## src/rtl/airi5c_div_unit.sv

```systemverilog
// Iterative RV32M divider (DIV/DIVU/REM/REMU): radix-2 restoring, one quotient bit per clock,
// with a single-cycle path for divide-by-zero and signed overflow.
module airi5c_div_unit #(
    parameter int unsigned XPR_LEN = 32
) (
    input  logic               clk_i,
    input  logic               rst_i,
    input  logic               kill_i,
    input  logic               req_valid_i,
    output logic               req_ready_o,
    input  logic [1:0]         op_i,
    input  logic [XPR_LEN-1:0] in1_i,
    input  logic [XPR_LEN-1:0] in2_i,
    output logic               resp_valid_o,
    input  logic               resp_ready_i,
    output logic [XPR_LEN-1:0] out_o,
    output logic               busy_o
);

    localparam int unsigned CW = $clog2(XPR_LEN + 1);
    localparam logic [XPR_LEN-1:0] MIN_NEG = {1'b1, {(XPR_LEN-1){1'b0}}};

    typedef enum logic [1:0] {IDLE, CALC, DONE} state_e;

    state_e             state_q, state_d;
    logic [CW-1:0]      count_q, count_d;
    logic [XPR_LEN-1:0] rem_q, rem_d;
    logic [XPR_LEN-1:0] quo_q, quo_d;
    logic [XPR_LEN-1:0] dvsr_q, dvsr_d;
    logic               rem_sel_q, rem_sel_d;
    logic               neg_quo_q, neg_quo_d;
    logic               neg_rem_q, neg_rem_d;
    logic [XPR_LEN-1:0] res_d;

    logic               sign1, sign2;
    logic [XPR_LEN-1:0] abs1, abs2;
    logic [XPR_LEN:0]   rem_sh, diff;
    logic [XPR_LEN-1:0] rem_nx, quo_nx, q_fix, r_fix;

    // Operand magnitudes at accept; signed ops use two's-complement magnitude.
    assign sign1 = ~op_i[0] & in1_i[XPR_LEN-1];
    assign sign2 = ~op_i[0] & in2_i[XPR_LEN-1];
    assign abs1  = sign1 ? -in1_i : in1_i;
    assign abs2  = sign2 ? -in2_i : in2_i;

    // One restoring step on the {rem,quo} pair, plus the sign fix used when leaving CALC.
    assign rem_sh = {rem_q, quo_q[XPR_LEN-1]};
    assign diff   = rem_sh - {1'b0, dvsr_q};
    assign rem_nx = diff[XPR_LEN] ? rem_sh[XPR_LEN-1:0] : diff[XPR_LEN-1:0];
    assign quo_nx = {quo_q[XPR_LEN-2:0], ~diff[XPR_LEN]};
    assign q_fix  = neg_quo_q ? -quo_nx : quo_nx;
    assign r_fix  = neg_rem_q ? -rem_nx : rem_nx;

    always_comb begin
        state_d   = state_q;
        count_d   = count_q;
        rem_d     = rem_q;
        quo_d     = quo_q;
        dvsr_d    = dvsr_q;
        rem_sel_d = rem_sel_q;
        neg_quo_d = neg_quo_q;
        neg_rem_d = neg_rem_q;
        res_d     = out_o;
        unique case (state_q)
            IDLE: begin
                if (req_valid_i) begin
                    rem_sel_d = op_i[1];
                    neg_quo_d = sign1 ^ sign2;
                    neg_rem_d = sign1;
                    if (in2_i == '0) begin
                        state_d = DONE;
                        res_d   = op_i[1] ? in1_i : '1;
                    end else if (!op_i[0] && in1_i == MIN_NEG && in2_i == '1) begin
                        state_d = DONE;
                        res_d   = op_i[1] ? '0 : in1_i;
                    end else begin
                        state_d = CALC;
                        count_d = CW'(XPR_LEN);
                        rem_d   = '0;
                        quo_d   = abs1;
                        dvsr_d  = abs2;
                    end
                end
            end
            CALC: begin
                rem_d   = rem_nx;
                quo_d   = quo_nx;
                count_d = count_q - CW'(1);
                if (count_q == CW'(1)) begin
                    state_d = DONE;
                    res_d   = rem_sel_q ? r_fix : q_fix;
                end
            end
            DONE: begin
                if (resp_ready_i) begin
                    state_d = IDLE;
                    res_d   = '0;
                end
            end
            default: state_d = IDLE;
        endcase
        // Flush overrides accept and response handshake.
        if (kill_i) begin
            state_d = IDLE;
            count_d = '0;
            res_d   = '0;
        end
    end

    always_ff @(posedge clk_i) begin
        if (rst_i) begin
            state_q      <= IDLE;
            count_q      <= '0;
            rem_q        <= '0;
            quo_q        <= '0;
            dvsr_q       <= '0;
            rem_sel_q    <= 1'b0;
            neg_quo_q    <= 1'b0;
            neg_rem_q    <= 1'b0;
            req_ready_o  <= 1'b1;
            busy_o       <= 1'b0;
            resp_valid_o <= 1'b0;
            out_o        <= '0;
        end else begin
            state_q      <= state_d;
            count_q      <= count_d;
            rem_q        <= rem_d;
            quo_q        <= quo_d;
            dvsr_q       <= dvsr_d;
            rem_sel_q    <= rem_sel_d;
            neg_quo_q    <= neg_quo_d;
            neg_rem_q    <= neg_rem_d;
            req_ready_o  <= (state_d == IDLE);
            busy_o       <= (state_d != IDLE);
            resp_valid_o <= (state_d == DONE);
            out_o        <= (state_d == DONE) ? res_d : '0;
        end
    end

endmodule

```

## config.mk

```make
export PLATFORM = sky130hd
export DESIGN_NAME = airi5c_div_unit
export DESIGN_NICKNAME = d
export VERILOG_FILES = /design/src/rtl/airi5c_div_unit.sv
export SDC_FILE = /design/constraint.sdc
export NUM_CORES = 1
export LEC_CHECK = 0
export ABC_AREA = 1
export CAP_MARGIN = 25
export CORE_MARGIN = 2
export CORE_UTILIZATION = 35
export CTS_CLUSTER_DIAMETER = 100
export DETAILED_ROUTE_END_ITERATION = 16
export GPL_TIMING_DRIVEN = 0
export PLACE_DENSITY = 0.55
export SLEW_MARGIN = 20
export SYNTH_ARGS = -nofsm -noshare
export SYNTH_HDL_FRONTEND = slang
export SYNTH_SLANG_ARGS = --single-unit
```

## constraint.sdc

```tcl
create_clock -name clk_i -period 4.5 [get_ports clk_i]
set_clock_uncertainty 0.05 [all_clocks]
set_input_delay 0.9 -clock clk_i [delete_from_list [all_inputs] [get_ports clk_i]]
set_output_delay 0.9 -clock clk_i [all_outputs]
set_load 0.005 [all_outputs]
```

==> results of run 1 <==
==> stage by stage <==
step / util [%] / cell area, um2 / hold slack, ps
floorplan: - / 12900 / 380
global placement: 39.8 / 14500 / 406
detailed placement: 39.8 / 14500 / 416
CTS: 41.8 / 15200 / 425
global route: 42.0 / 15300 / 449
finish: 42.0 / 15300 / 424
==> cell usage after synthesis, types with 11 or more instances <==
master and instances:
a21oi_1 205, a21oi_2 12, a31oi_1 19, clkbuf_1 71, dfxtp_1 142, ha_1 43
inv_1 272, nand2_1 568, nand2_2 29, nand3_1 154, nand4_1 28, nor2_1 209
nor2_2 14, nor3_1 22, nor4_1 11, o211ai_1 25, o21ai_0 195, xnor2_1 18
xor2_1 58
==> worst register-to-register path: stages (launching register included) <==
cell     delay, ps
dfxtp_1        340
inv_1          140
ha_1           410
nand2_1        130
nor2_1         210
and2_1         200
and2_1         200
nand2_4         90
nand2_2         90
nand2_2         90
nand2_4        110
buf_12         140
ha_4           150
nand3_4        100
nor3_4         170
nand2_2         90
nor2_2         100
inv_1           60
nor2_1         120
inv_1          100
nor2_4         110
nand2_2         90
o21ai_2        160
o21ai_1        100
or2_2          280
a21oi_1        150
nand2_1        100
a21oi_2        110
==> kinds of logic after synthesis <==
group	share of synthesized area (%)
xor gates and xnor gates	5.17
buffers and inverters	11.4
AOI/OAI and AO/OA	21.2
DFF	22.1
adders and majority gates	4.33
and+or+nand+nor	35.8
==> registers in the layout (all words and copies together), names as in the netlist <==
register      flops
dvsr_q           32
out_o            32
quo_q            32
rem_q            32
count_q           6
state_q           2
busy_o            1
neg_quo_q         1
neg_rem_q         1
rem_sel_q         1
req_ready_o       1
resp_valid_o      1
==> area by class of cell <==
type | instances | area, um2
fillers | 4066 | 21100
multi-input cells | 1691 | 8670
flip-flops and latches | 142 | 2840
repair buffers | 110 | 1090
inverters | 279 | 1050
well taps | 468 | 586
clock buffers | 20 | 457
plain buffers | 90 | 423
clock inverters | 12 | 183
==> worst paths after layout <==
kind | end
worst max-delay path | out_o[26]$_SDFFE_PP0P_
worst min-delay path | dvsr_q[12]$_SDFFE_PP0P_
worst max register to register | out_o[26]$_SDFFE_PP0P_
worst min register to register | dvsr_q[12]$_SDFFE_PP0P_
==> metal layers <==
metal	global-route usage [%]	vias to the layer above	share of wire, %
li1	-	7460	-
met1	39.3	7060	47
met2	41.9	616	43
met3	4.30	54	7.3
met4	7.44	0	2.2
met5	0	-	0
==> layout by cell type (no fill, tap or decap), types with 25 or more instances in the layout <==
cell type        netlist  final
nand4_1               28     28
xor2_1                58     58
o211ai_1              25     25
nand3_1              154    152
nor2_1               209    207
inv_1                272    272
o21ai_0              195    193
nand2_1              568    565
dfxtp_1              142    141
clkdlybuf4s50_1        0    104
ha_1                  43     42
clkbuf_1              71     68
a21oi_1              205    203
nand2_2               29     31
==> timing repair <==
action,4_1_cts,5_1_grt
pin swaps,3,1
gates resized for setup,16,17
setup endpoints to repair,100,33
setup buffers,2,4
hold endpoints to repair,0,0
==> where the power goes <==
group          internal (mW)  switching (mW)
Clock                  0.963           0.627
Sequential              1.32          0.0629
Combinational          0.339           0.713
==> metrics list, run 1 <==
- The run finished with clean final reports.
- Area share of the leading cell type in the synthesized netlist: 22.1%
* Detailed-route via count: roughly 15000
- In the final timing run, aggregate negative setup slack is 0 ps.
- Crit path kind: reg2reg
* Type of destination of the critical path: flip-flop
- The critical path runs through a total of 27 cells.
- Global routing used ~27% of the available tracks across all layers.
- For this run, design rule violations remaining after detail routing come to 0.
* Worst slew slack as a fraction of its limit: 51.5%
* Worst-Margin Slew: approximately 730 ps
- Per-instance average area after synthesis: 5.84 um2
- Cell at the root of the clock tree: clkbuf_16
* Clock Sinks: 142
* Clk Latency, worst-skew pair: ~450 ps
- Detailed-route wire length: 52900 um
* Die area: approximately 38000 um2
* Initial Util: a little over a third
- Weighted congestion reported at the end of routability-driven placement: about 0.98
- The cell area that synthesis handed to floorplanning was roughly 13000 um2.
- Crit path setup slack, layout: 219 ps
* Aggregate global routing overflow: 0
- The synthesized design contains 0 enable-type register cells.
- Syn nets: approximately 2300
- The via count of the first global-routing pass came to about 14000.
- The clock period could shrink to between 4000 and 5000 ps.
* Reported max-cap violation count: 0
* Type of element launching the critical path: flip-flop
* Kind of cell adding the most delay to the critical path: simple AND/OR/NAND/NOR gates
- During I/O placement, the number of pins put on the boundary was approximately 110.
* Pin count of the biggest net entering global routing: 20
* Setup slack of the worst register-to-register path: between 200 and 250 ps
- The number of antenna violations at the first check in global routing is 0.
- In this run the worst setup path begins at dvsr_q[27]$_SDFFE_PP0P_.
* Leading area contributor after synthesis: dfxtp_1
- Worst ir drop on vdd: 0.281 mV
* Final HPWL from detailed placement: 43200 um
* Startpoint of the worst register-to-register path: dvsr_q[27]$_SDFFE_PP0P_
- In this run the worst path has a maximum fanout of 10.
- Hold Crit Depth: 2
- CTS max path bufs: 2
- Post-Place Cells: 2775
* Leading cell types by total area after synthesis: dfxtp_1 22%, nand2_1 17%, a21oi_1 8.0%, inv_1 7.9%, o21ai_0 7.6%
* Sum of buffers and inverters on the critical path: 4
- The area growth from synthesis to layout is 18.8%.
- Wire length of the first global-routing pass: 80400 um
- Synthesis produced a netlist whose cell count is approximately 2200.
- Proportion of register bits with asynchronous set or reset after synthesis: 0%
- Dividing the final minimum period by the clock period gives ~95%.
- Before antenna repair, the detailed router went through 6 iterations.
* Floorplan die width: between 150 and 200 um
- Power density cells: about 260 nW/um2
- Layout net count: ~2400
- Hold-fix buffer count after cts: 0
- H-tree depth: 4
* Final count of negative-setup-slack endpoints: 0
- Pre-CTS WS: -976 ps
- Sequential-to-total area share from yosys stat: between 20 and 25%
- Drt via density: 5.40
- DRC violation total after the first TritonRoute iteration: 1508
- The synthesized design contains 142 register bits.
* Critical hold path startpoint: dvsr_q[12]$_SDFFE_PP0P_
- Final hold vios: 0
* Main synth FF type: dfxtp_1
- Number of buffers added by the clock tree synthesis step: 17
- Path class of the lowest-slack min-delay path: reg2reg
* Share of cells above drive strength 1: 6.83%
* Number of pins exceeding their max-slew limit in the final report: 0
* Clock transition at the register clock pins on the worst setup and hold paths after CTS: approximately 60 ps
* Routed length per instance: between 15 and 20 um
- Measured in cells, the most critical reg-to-reg path has a length of 27.
- Crit path required time: approximately 4800 ps
- Site row count: 70
* Critical path's largest stage delay: roughly 400 ps
- TritonCTS built the clock tree.
* ANT cells: 0
- PortBufs: 104
- Die Height: 196 um
- Cell with the most instances on the worst path: nand2_2
- Distinct cell type count after synthesis: 51
- Slowest cell on the critical path: ha_1
- Warning count from the yosys run: 0
* FMAX: ~230 MHz
- The finished layout holds around 2800 standard cells, fillers aside.
- CORE AREA: between 30000 and 40000 um2
- Leakage power figure: roughly 6.9 nW
* Final antenna-violating net count: 0
- Setup repair after global routing could not meet its margin everywhere.
- Data on the critical path arrives at its endpoint at 4610 ps.
* Post-route total power: 4.02 mW
Note: power is estimated with default switching activity, not from simulation.
==> inputs of run 2 (changes only) <==
--- a/config.mk
+++ b/config.mk
@@ -11,8 +11,10 @@
 export CORE_UTILIZATION = 35
 export CTS_CLUSTER_DIAMETER = 100
 export DETAILED_ROUTE_END_ITERATION = 16
+export GPL_ROUTABILITY_DRIVEN = 0
 export GPL_TIMING_DRIVEN = 0
 export PLACE_DENSITY = 0.55
+export SKIP_CTS_REPAIR_TIMING = 1
 export SLEW_MARGIN = 20
 export SYNTH_ARGS = -nofsm -noshare
 export SYNTH_HDL_FRONTEND = slang
==> metrics list, run 2 (synthesized netlist as in run 1, its figures left out) <==
- Worst-Margin Slew: 824 ps (+96.4 ps)
* Pre-CTS WS: -1010 ps (-31.9 ps)
- The run finished with clean final reports.
- Worst slew slack as a fraction of its limit: 45.1% (-6.4 points)
* Worst setup path start: dvsr_q[23]$_SDFFE_PP0P_
* Drt via density: 5.41 (+0.20%)
* Number of ports placed on the die boundary: 106 (unchanged)
* Clock transition at the register clock pins on the worst setup and hold paths after CTS: 60 ps (about the same)
- Crit path kind: reg2reg
- TritonCTS clock tree: built
- Worst reg2reg path endpoint: out_o[26]$_SDFFE_PP0P_
- Share of cells above drive strength 1: 7.28% (+0.46 points)
* Unrepaired setup endpoints after global routing: true
- Number of global-route vias before repair: 13800 (+0.26%)
* Cell at the root of the clock tree: clkbuf_16
- Aggregate global routing overflow: 0 (unchanged)
* Final hold vios: 0 (unchanged)
* Post-route DRC: 0 (unchanged)
- The arrival time of data at the critical path endpoint is 4710 ps (+100 ps).
- CTS max path bufs: 2 (unchanged)
- The standard-cell row count is 70 (unchanged).
* Hold Crit Depth: 2 (unchanged)
- PortBufs: 104 (unchanged)
* DRC violation total after the first TritonRoute iteration: 1668 (+11%)
- In this run the critical register-to-register path is launched from dvsr_q[23]$_SDFFE_PP0P_.
- Leakage power figure: 6.93 nW (+0.21%)
- The worst setup path is captured at a flip-flop.
- Clk Latency, worst-skew pair: 450 ps (about the same)
- Area added between synthesis and finish: 19.1%
- Number of pins exceeding their max-slew limit in the final report: 0 (unchanged)
- Setup slack of the worst register-to-register path: 120 ps (-100 ps)
- The routed length per instance came to 18.5 um (-1.5%).
- The number of H-tree levels was 4 (unchanged).
- The number of CTS-inserted buffers came to 17 (unchanged).
- The floorplan die width is 196 um (unchanged).
- The total number of clock tree sinks came to 142 (unchanged).
* Maximum fanout count along the critical path: 10 (unchanged)
- STA classifies the critical path startpoint as a flip-flop.
- In the layout the commonest cells are 564 x nand2_1, 271 x inv_1, 206 x nor2_1, 203 x a21oi_1, 193 x o21ai_0.
* Final count of negative-setup-slack endpoints: 0 (unchanged)
* CORE AREA: 36400 um2 (unchanged)
- Reported max-cap violation count: 0 (unchanged)
- End point of the critical path: out_o[26]$_SDFFE_PP0P_
* ANT cells: 0 (unchanged)
- The total instance count after detailed placement was 2775 (unchanged).
- The post-route fraction of the period consumed by the critical path was 97.3% (+2.2 points).
- The achievable frequency is 228 MHz (-2.2%).
- Hold Slack: 414 ps (-10.6 ps)
* All-Layer GR Usage: 27.1% (-0.14 points)
- The number of antenna violations at the first check in global routing came to 0 (unchanged).
* Detailed-route wire length: 52200 um (-1.4%)
* Path class of the lowest-slack min-delay path: reg2reg
- The maximum number of pins on one net before global-route repair was 17 (-15%).
* Crit path required time: 4830 ps (about the same)
- Count of placed standard cells in the final layout, fillers left out: 2816 (+0.14%)
- The maximum ir drop on the vdd rail was 0.280 mV (-0.20%).
- The overall power consumption was 3.97 mW (-1.3%).
* Crit path setup slack, layout: 122 ps (-97.5 ps)
- Die area: 38300 um2 (unchanged)
- Power density cells: 259 nW/um2 (-1.5%)
* Most common cell after layout, fill and taps aside: nand2_1
- Detailed-route via count: 15200 (+0.34%)
- Number of optimization iterations in the first detailed-route pass: 6 (unchanged)
- Worst Reg-to-Reg Cells: 26 (-3.7%)
- Final antenna-violating net count: 0 (unchanged)
* Fin util: 42.1% (+0.096 points)
- Wire length of the first global-routing pass: 79800 um (-0.81%)
- The y dimension of the die was 196 um (unchanged).
- The net count reported at finish is 2452 (+0.25%).
- Final HPWL from detailed placement: 42700 um (-1.1%)
- Initial Util: 35.3% (unchanged)
- Final worst path period need: 4380 ps (+97.5 ps)
==> run 2: metal layers <==
metal | vias to the layer above | GRT usage [%] | wire length, um
met5 | - | 0 | 0
met4 | 0 | 7.66 | 1290
met3 | 64 | 3.83 | 3720
met2 | 579 | 41.6 | 22500
met1 | 7124 | 39.3 | 24700
li1 | 7475 | - | -
==> run 2: cell type report <==
type	instances	area, um2
fill	3977	21100
multi-input combinational	1691	8680
sequential	142	2840
timing repair buffer	116	1130
inverter	279	1050
tap	468	586
clock buffer	20	457
buffer	90	425
clock inverter	10	164
==> run 2: worst max-delay path: stages (launching register included) <==
cell and delay, ps:
dfxtp_1 290, inv_1 180, ha_1 360, nand2_4 150, inv_1 60, a21oi_2 160, nand2_1 100, a21oi_2 330
nand3_2 200, nand2_4 140, buf_12 140, ha_4 150, nand3_4 100, nor3_4 280, nand2_2 110, nor2_2 140
inv_1 70, nor2_2 130, inv_2 70, nor2_4 110, nand2_2 90, o21ai_2 190, o21ai_2 80, or2_2 270
a21oi_1 150, nand2_1 110, a21oi_2 110
==> run 2: how the worst min path moves through the flow <==
stage | from | to
2_1_floorplan | dvsr_q[15]$_SDFFE_PP0P_ | dvsr_q[15]$_SDFFE_PP0P_
4_1_cts | dvsr_q[11]$_SDFFE_PP0P_ | dvsr_q[11]$_SDFFE_PP0P_
6_report | dvsr_q[11]$_SDFFE_PP0P_ | dvsr_q[11]$_SDFFE_PP0P_
3_3_place_gp | dvsr_q[11]$_SDFFE_PP0P_ | dvsr_q[11]$_SDFFE_PP0P_
5_1_grt | dvsr_q[12]$_SDFFE_PP0P_ | dvsr_q[12]$_SDFFE_PP0P_
3_5_place_dp | dvsr_q[11]$_SDFFE_PP0P_ | dvsr_q[11]$_SDFFE_PP0P_
==> run 2: where the power goes <==
group | internal (mW) | total (mW) | switching, mW
combinational | 0.340 | 1.05 | 0.707
sequential | 1.32 | 1.38 | 0.0621
clock | 0.951 | 1.54 | 0.590
total | 2.61 | 3.97 | 1.36
==> run 2: through the flow <==
stage          TNS, ps  area [um2]
2_1_floorplan        0       12900
3_3_place_gp    -71800       14500
3_5_place_dp    -81840       14500
4_1_cts         -34520       15100
5_1_grt           -225       15300
6_report             0       15300
